`src/rtl/multicycle_ctrl.sv`:
```
// Control FSM for a multicycle MIPS datapath with a shared ALU and shared memory.
// Moore outputs from state; pc_en/IRWrite also depend on mem_ready, zero and rst.
module multicycle_ctrl (
    input  logic       clk,
    input  logic       rst,
    input  logic [5:0] opcode,
    input  logic [5:0] funct,
    input  logic       zero,
    input  logic       mem_ready,
    output logic       pc_en,
    output logic [1:0] PCSource,
    output logic       IorD,
    output logic       MemRead,
    output logic       MemWrite,
    output logic       IRWrite,
    output logic       RegWrite,
    output logic [1:0] RegDst,
    output logic [1:0] MemtoReg,
    output logic       ALUSrcA,
    output logic [1:0] ALUSrcB,
    output logic [1:0] ALUOp,
    output logic       ExtZero,
    output logic       illegal,
    output logic [3:0] state
);
    typedef enum logic [3:0] {
        FETCH  = 4'd0,  DECODE = 4'd1,  MEMADR = 4'd2,  MEMRD = 4'd3,
        MEMWB  = 4'd4,  MEMWR  = 4'd5,  EXEC   = 4'd6,  RWB   = 4'd7,
        BRANCH = 4'd8,  IEXEC  = 4'd9,  IWB    = 4'd10, JUMP  = 4'd11,
        JAL    = 4'd12, JR     = 4'd13, TRAP   = 4'd15
    } state_t;

    localparam logic [5:0] OP_RTYPE = 6'b000000;
    localparam logic [5:0] OP_LW    = 6'b100011;
    localparam logic [5:0] OP_SW    = 6'b101011;
    localparam logic [5:0] OP_BEQ   = 6'b000100;
    localparam logic [5:0] OP_BNE   = 6'b000101;
    localparam logic [5:0] OP_ADDI  = 6'b001000;
    localparam logic [5:0] OP_ORI   = 6'b001101;
    localparam logic [5:0] OP_LUI   = 6'b001111;
    localparam logic [5:0] OP_J     = 6'b000010;
    localparam logic [5:0] OP_JAL   = 6'b000011;
    localparam logic [5:0] FN_JR    = 6'b001000;

    state_t cur, nxt;
    logic   zext;

    assign state = cur;
    // Logical immediates use zero extension; IR is stable through IWB so no latch is needed.
    assign zext  = (opcode == OP_ORI) || (opcode == OP_LUI);

    always_ff @(posedge clk) begin
        if (rst) begin
            cur     <= FETCH;
            illegal <= 1'b0;
        end else begin
            cur <= nxt;
            if (nxt == TRAP) illegal <= 1'b1;
        end
    end

    always_comb begin
        nxt      = cur;
        pc_en    = 1'b0;
        PCSource = 2'b00;
        IorD     = 1'b0;
        MemRead  = 1'b0;
        MemWrite = 1'b0;
        IRWrite  = 1'b0;
        RegWrite = 1'b0;
        RegDst   = 2'b00;
        MemtoReg = 2'b00;
        ALUSrcA  = 1'b0;
        ALUSrcB  = 2'b00;
        ALUOp    = 2'b00;
        ExtZero  = 1'b0;
        case (cur)
            FETCH: begin
                MemRead = 1'b1;
                ALUSrcB = 2'b01;
                IRWrite = mem_ready;
                pc_en   = mem_ready;
                if (mem_ready) nxt = DECODE;
            end
            DECODE: begin
                ALUSrcB = 2'b11;
                case (opcode)
                    OP_RTYPE:                nxt = (funct == FN_JR) ? JR : EXEC;
                    OP_LW, OP_SW:            nxt = MEMADR;
                    OP_BEQ, OP_BNE:          nxt = BRANCH;
                    OP_ADDI, OP_ORI, OP_LUI: nxt = IEXEC;
                    OP_J:                    nxt = JUMP;
                    OP_JAL:                  nxt = JAL;
                    default:                 nxt = TRAP;
                endcase
            end
            MEMADR: begin
                ALUSrcA = 1'b1;
                ALUSrcB = 2'b10;
                nxt     = (opcode == OP_SW) ? MEMWR : MEMRD;
            end
            MEMRD: begin
                MemRead = 1'b1;
                IorD    = 1'b1;
                if (mem_ready) nxt = MEMWB;
            end
            MEMWB: begin
                RegWrite = 1'b1;
                MemtoReg = 2'b01;
                nxt      = FETCH;
            end
            MEMWR: begin
                MemWrite = 1'b1;
                IorD     = 1'b1;
                if (mem_ready) nxt = FETCH;
            end
            EXEC: begin
                ALUSrcA = 1'b1;
                ALUOp   = 2'b10;
                nxt     = RWB;
            end
            RWB: begin
                RegWrite = 1'b1;
                RegDst   = 2'b01;
                nxt      = FETCH;
            end
            BRANCH: begin
                // opcode[0] distinguishes bne from beq and inverts the taken sense
                ALUSrcA  = 1'b1;
                ALUOp    = 2'b01;
                PCSource = 2'b01;
                pc_en    = zero ^ opcode[0];
                nxt      = FETCH;
            end
            IEXEC: begin
                ALUSrcA = 1'b1;
                ALUSrcB = 2'b10;
                ALUOp   = 2'b11;
                ExtZero = zext;
                nxt     = IWB;
            end
            IWB: begin
                RegWrite = 1'b1;
                ExtZero  = zext;
                nxt      = FETCH;
            end
            JUMP: begin
                PCSource = 2'b10;
                pc_en    = 1'b1;
                nxt      = FETCH;
            end
            JAL: begin
                PCSource = 2'b10;
                pc_en    = 1'b1;
                RegWrite = 1'b1;
                RegDst   = 2'b10;
                MemtoReg = 2'b10;
                nxt      = FETCH;
            end
            JR: begin
                PCSource = 2'b11;
                pc_en    = 1'b1;
                nxt      = FETCH;
            end
            TRAP:    nxt = TRAP;
            default: nxt = FETCH;
        endcase
        if (rst) begin
            pc_en   = 1'b0;
            IRWrite = 1'b0;
        end
    end
endmodule

```
`config.mk`:
```
export PLATFORM = sky130hd
export DESIGN_NAME = multicycle_ctrl
export DESIGN_NICKNAME = d
export VERILOG_FILES = /design/src/rtl/multicycle_ctrl.sv
export SDC_FILE = /design/constraint.sdc
export NUM_CORES = 1
export LEC_CHECK = 0
export ABC_AREA = 1
export BUFFER_PORTS_ARGS = -buffer_cell sky130_fd_sc_hd__buf_2
export CAP_MARGIN = 10
export CORE_MARGIN = 2
export CORE_UTILIZATION = 45
export DETAILED_ROUTE_END_ITERATION = 10
export GPL_TIMING_DRIVEN = 0
export HOLD_SLACK_MARGIN = 0.05
export PLACE_DENSITY = 0.83
export SETUP_SLACK_MARGIN = 0.15
export SLEW_MARGIN = 20
export SYNTH_ARGS = -nofsm -noshare
export SYNTH_HDL_FRONTEND = slang
export SYNTH_SLANG_ARGS = --single-unit
```
`constraint.sdc`:
```
create_clock -name clk -period 3.4 [get_ports clk]
set_input_delay 0 -clock clk [delete_from_list [all_inputs] [get_ports clk]]
set_output_delay 0 -clock clk [all_outputs]
set_load 0.01 [all_outputs]
```
### After elaboration in Yosys (flattened, before gate mapping)

Cells that the tools add are included.

| word-level totals | value |
|---|---|
| register bits | 5 |
| bits of input ports | 16 |

| cells by class | value |
|---|---|
| equal/unequal tests | 25 |
| multiplexer cells | 22 |
| bitwise operators | 1 |
| reduce and logical (&&, ||, !) cells | 14 |

Operators with widths:

| operator | count |
|---|---|
| $eq 4x4->1 const B | 8 |
| $pmux 4 s8 | 1 |
| $eq 6x4->1 const B | 4 |
| $pmux 4 s6 | 1 |
| $pmux 2 s3 | 3 |
| $eq 4x3->1 const B | 4 |
| $mux 4 | 4 |
| $reduce_or 2->1 | 7 |
| $eq 6x2->1 const B | 2 |
| $eq 6x3->1 const B | 2 |
| $eq 6x6->1 const B | 2 |
| $mux 1 | 9 |
| $eq 4x2->1 const B | 2 |
| $pmux 2 s2 | 2 |
| $reduce_or 4->1 | 2 |
| $logic_not 6->1 | 1 |
| $reduce_or 3->1 | 2 |
| $eq 4x1->1 const B | 1 |
| $logic_not 4->1 | 1 |
| $mux 3 | 1 |
| $pmux 1 s3 | 1 |
| $logic_or 1x1->1 | 1 |
| $xor 1x1->1 | 1 |

### Depth between registers and ports, before layout

| depth | value |
|---|---|
| depth in word-level cells | 5 |
| depth in mapped cells | 11 |
| depth with buffers taken out | 11 |

### Worst setup path before layout

No wires, ideal clock.

| path | value |
|---|---|
| path type | register -> register |
| start point | reg cur[1] (netlist: state[1]) |
| end point | reg illegal |
| library setup time | 0.116 ns |
| arrival time | 1.212 ns |
| required time | 3.284 ns |
| slack | 2.072 ns |
| stages on the path, launching flop included | 10 |
| buffers on the path | 0 |
| period minus slack after synthesis | 1.328 ns |
| path through | dfxtp_1 -> inv_2 -> nand2_2 -> nor2_1 -> nor2_1 -> o21ai_1 -> nor3_2 -> nand2_1 -> nand3_1 -> a21oi_1 |

| between the ends | value |
|---|---|
| word-level cells in the longest chain between the ends | 3 |
| elaborated cells between the ends (all ways) | 13 |

RTL lines:

| element | RTL line | RTL |
|---|---|---|
| from (decl) | 45 | `state_t cur, nxt;` |
| from (signal assigned) | 57 | `cur <= nxt;` |
| $eq 4x4->1 (tied with other cells) | 77 | `case (cur)` |
| $pmux 4 s8 * | 77 |  |
| $eq 4x4->1 * | 58 | `if (nxt == TRAP) illegal <= 1'b1;` |
| to (signal assigned) | 55 | `illegal <= 1'b0;` |
| to (signal assigned) | 58 |  |
| to (decl) | 23 | `output logic illegal,` |

Every way passes the cells marked *; elsewhere a longest branch is shown, timed or not.
A chain may end at the register's enable or synchronous reset.

### Worst setup path in the final report

Same ends and word-level chain as after synthesis.

==> summary.txt <==
Final layout
  – Diodes inserted: 0
  – Nets@finish: 187
  – Final cell area excluding filler cells: 895 um^2
  – Layout cells sized above 1: 0.300
  – Non-filler cells, final: 185
  – Multi-input gate area: 452 um^2
  – Area growth, synth to finish: 37.8%
  – Register area: 100 um^2
  – Filler cell count: 122

Critical path
  – FF-to-FF Start: state[1]$_SDFF_PP0_
  – Reg2Reg Setup Slack: 1850 ps
  – CP arrival: 1680 ps
  – RR Endpoint: illegal$_SDFFE_PP0N_
  – Setup CP Type: reg2reg
  – Beginning of the critical path: state[1]$_SDFF_PP0_
  – Critical Path Sink: illegal$_SDFFE_PP0N_
  – Largest fanout on the critical path: 8
  – Critical Path Sink Type: register
  – Worst setup SP type: register
  – R2R depth: 9
  – CP required: 3530 ps

Floorplanning
  – Initial Util: 0.493
  – Ports: 39
  – Cell row count: 13
  – Die H: 42.0 um
  – Die width: 42.0 um
  – Full die area: 1760 um^2
  – Core ar.: 1320 um^2

Global route
  – Initial antenna violation count: 0
  – Total track usage: 0.226
  – Vias in the first global route: 814
  – GR Overflow Total: 0
  – First-pass GRT wire length: 3.16 mm
  – Largest net degree at the start of global routing: 9

Hold path
  – Hold WC Path Type: in2reg

Power
  – Design Power: 0.000552 W
  – Int Power: 0.000257 W
  – Pwr per Cell Area: 617 nW/um^2
  – Combinational group share of total power: 0.668
  – Worst VDD drop: 0.331 mV
  – Clk network pwr share: 0.131
  – Register share of total power: 0.201
  – Sw Pwr: 0.000295 W
  – Leakage: 0.570 nW
  – Sw Ratio: 0.534

Yosys
  – Register area share after synthesis: 0.154
  – Mapped Cells: 127
  – Top_reg_cell synth: dfxtp_1
  – Area contributors post-synth: nor2_1 19%, dfxtp_1 15%, inv_1 13%, nand2_1 12%, nand3_1 12%
  – Yosys top cell area share: 0.191
  – Post-synth EDFFs: 0
  – Yosys reg bits: 5
  – Mean Syn Cell Area: 5.11 um^2
  – Unique masters post-synth: 21
  – Count leader, synth: nor2_1
  – Top cells by count, synth: 33 x nor2_1, 22 x inv_1, 21 x nand2_1
  – Netlist Area Pre-Place: 649 um^2
  – Post-synth top area cell: nor2_1
  – Syn nets: 143
  – Syn. warnings: 0
  – Asr flop ratio synth: 0

Route
  – Post-route DRC: 0
  – Final WL: 1.91 mm
  – Drt first-iter violations: 51
  – DRT antenna net count: 0
  – Initial DRT Pass Iterations: 4
  – Routed length per instance: 10.3 um
  – Via count: 960
  – Via/cell ratio: 5.19

STA
  – Slew margin rel.: 0.804
  – Endpoints failing hold: 0
  – Sum Neg Setup Slack: 0 ps
  – Final Cycle Share: 0.456
  – RSZ-0062 raised after global routing: false
  – Worst Max-Slew Pin Slew: 294 ps
  – # setup viols final: 0
  – Worst hold slack: 222 ps
  – Final slew viol count: 0
  – Fmax achieved: 0.645 GHz
  – Final min period: 1550 ps
  – Worst Skew: 6.15 ps

Clocking
  – Setup Buffers After CTS: 0
  – H-tree depth: 1
  – Post-CTS resize count: 0
  – Clock root cell: clkbuf_4
  – CTS sink cnt: 5
  – Worst-Skew Late Latency: 250 ps
  – CTS Buffer Depth: 2
  – CTS tree: yes
  – Num CTS Buffers: 3
  – Clk slew on worst S/H paths: 40 ps

Status
  – Outcome: complete, no violations

Flow run
  – Max-Cap Viols: 0

Placement
  – Post-Place Cell Area: 858 um^2
  – Port bufs: 38
  – Placed Cells incl. Taps: 180
  – RD Place Congestion: 0.856
  – Dpl hpwl: 1.54 mm
## stage by stage
step,setup slack (ps),util
after floorplan,2070,-
after global placement,1940,0.651
after detailed placement,1890,0.651
after CTS,1870,0.679
after global routing,1730,0.679
final,1850,0.679
## worst min-delay path by stage
stage	start	endpoint	depth (start not counted)
final	mem_ready	state[0]$_SDFF_PP0_	5
after global routing	funct[0]	state[0]$_SDFF_PP0_	5
after CTS	mem_ready	state[0]$_SDFF_PP0_	5
after detailed placement	rst	illegal$_SDFFE_PP0N_	2
after global placement	rst	illegal$_SDFFE_PP0N_	2
after floorplan	rst	pc_en	1
## kinds of logic after synthesis
group                  share of synthesized area
AO/OA/AOI/OAI                              0.168
AND/OR/NAND/NOR                            0.514
XOR/XNOR                                  0.0135
buffers and inverters                      0.150
flip-flops                                 0.154
## worst max-delay path, stage by stage, from the launching register on
cell     delay, ps
dfxtp_1        480
inv_2           90
nand2_2        120
nor2_1          60
nor2_1         130
o21ai_1        110
nor3_2         220
nand2_1         90
nand3_1         70
a21oi_1         60
## flip-flops by register name, summed over array words and instances, names as in the netlist
register	flops
illegal	1
state	4
## metal layers
layer  vias up  routed length (um)  GRT usage
met2        53                 909      0.394
met4         0                  32     0.0645
li1        496                   -          -
met3         4                 176     0.0819
met1       407                 788      0.255
met5         -                   0          0
## power by group through the flow
stage | combinational, W | clock (W) | sequential (W)
floorplan | 0.000226 | 0 | 0.000114
global placement | 0.000356 | 0 | 0.000109
detailed placement | 0.000363 | 0 | 0.000110
CTS | 0.000365 | 0.0000745 | 0.000110
global route | 0.000406 | 0.0000803 | 0.000114
finish | 0.000369 | 0.0000723 | 0.000111
## layout make-up
type,count,share of cell area
plain buffers,1,0.00839
clock buffers,4,0.0294
inverters,24,0.101
multi-input cells,97,0.505
flip-flops and latches,5,0.112
well taps,15,0.0210
repair buffers,39,0.224
## timing repair
action,4_1_cts,5_1_grt
hold buffers,1,0
endpoints found under the hold margin,5,0
endpoints found under the setup margin,0,0
## layout by cell type, fill, tap and decap left out
cell type / instances
nor2_1: 33
nand2_2: 2
a211oi_1: 1
buf_4: 1
inv_2: 2
a21oi_1: 5
nor3_1: 1
xor2_1: 1
o21ai_0: 5
nor3_2: 2
o22ai_1: 1
buf_2: 38
inv_1: 22
nand3_1: 15
o21ai_1: 2
clkbuf_1: 1
nand2_1: 21
o21bai_1: 1
dlygate4sd3_1: 1
clkbuf_4: 3
a31oi_1: 3
dfxtp_1: 5
o221ai_1: 1
or2_2: 1
nor2_2: 2
Power figures use the tool's default switching activity.
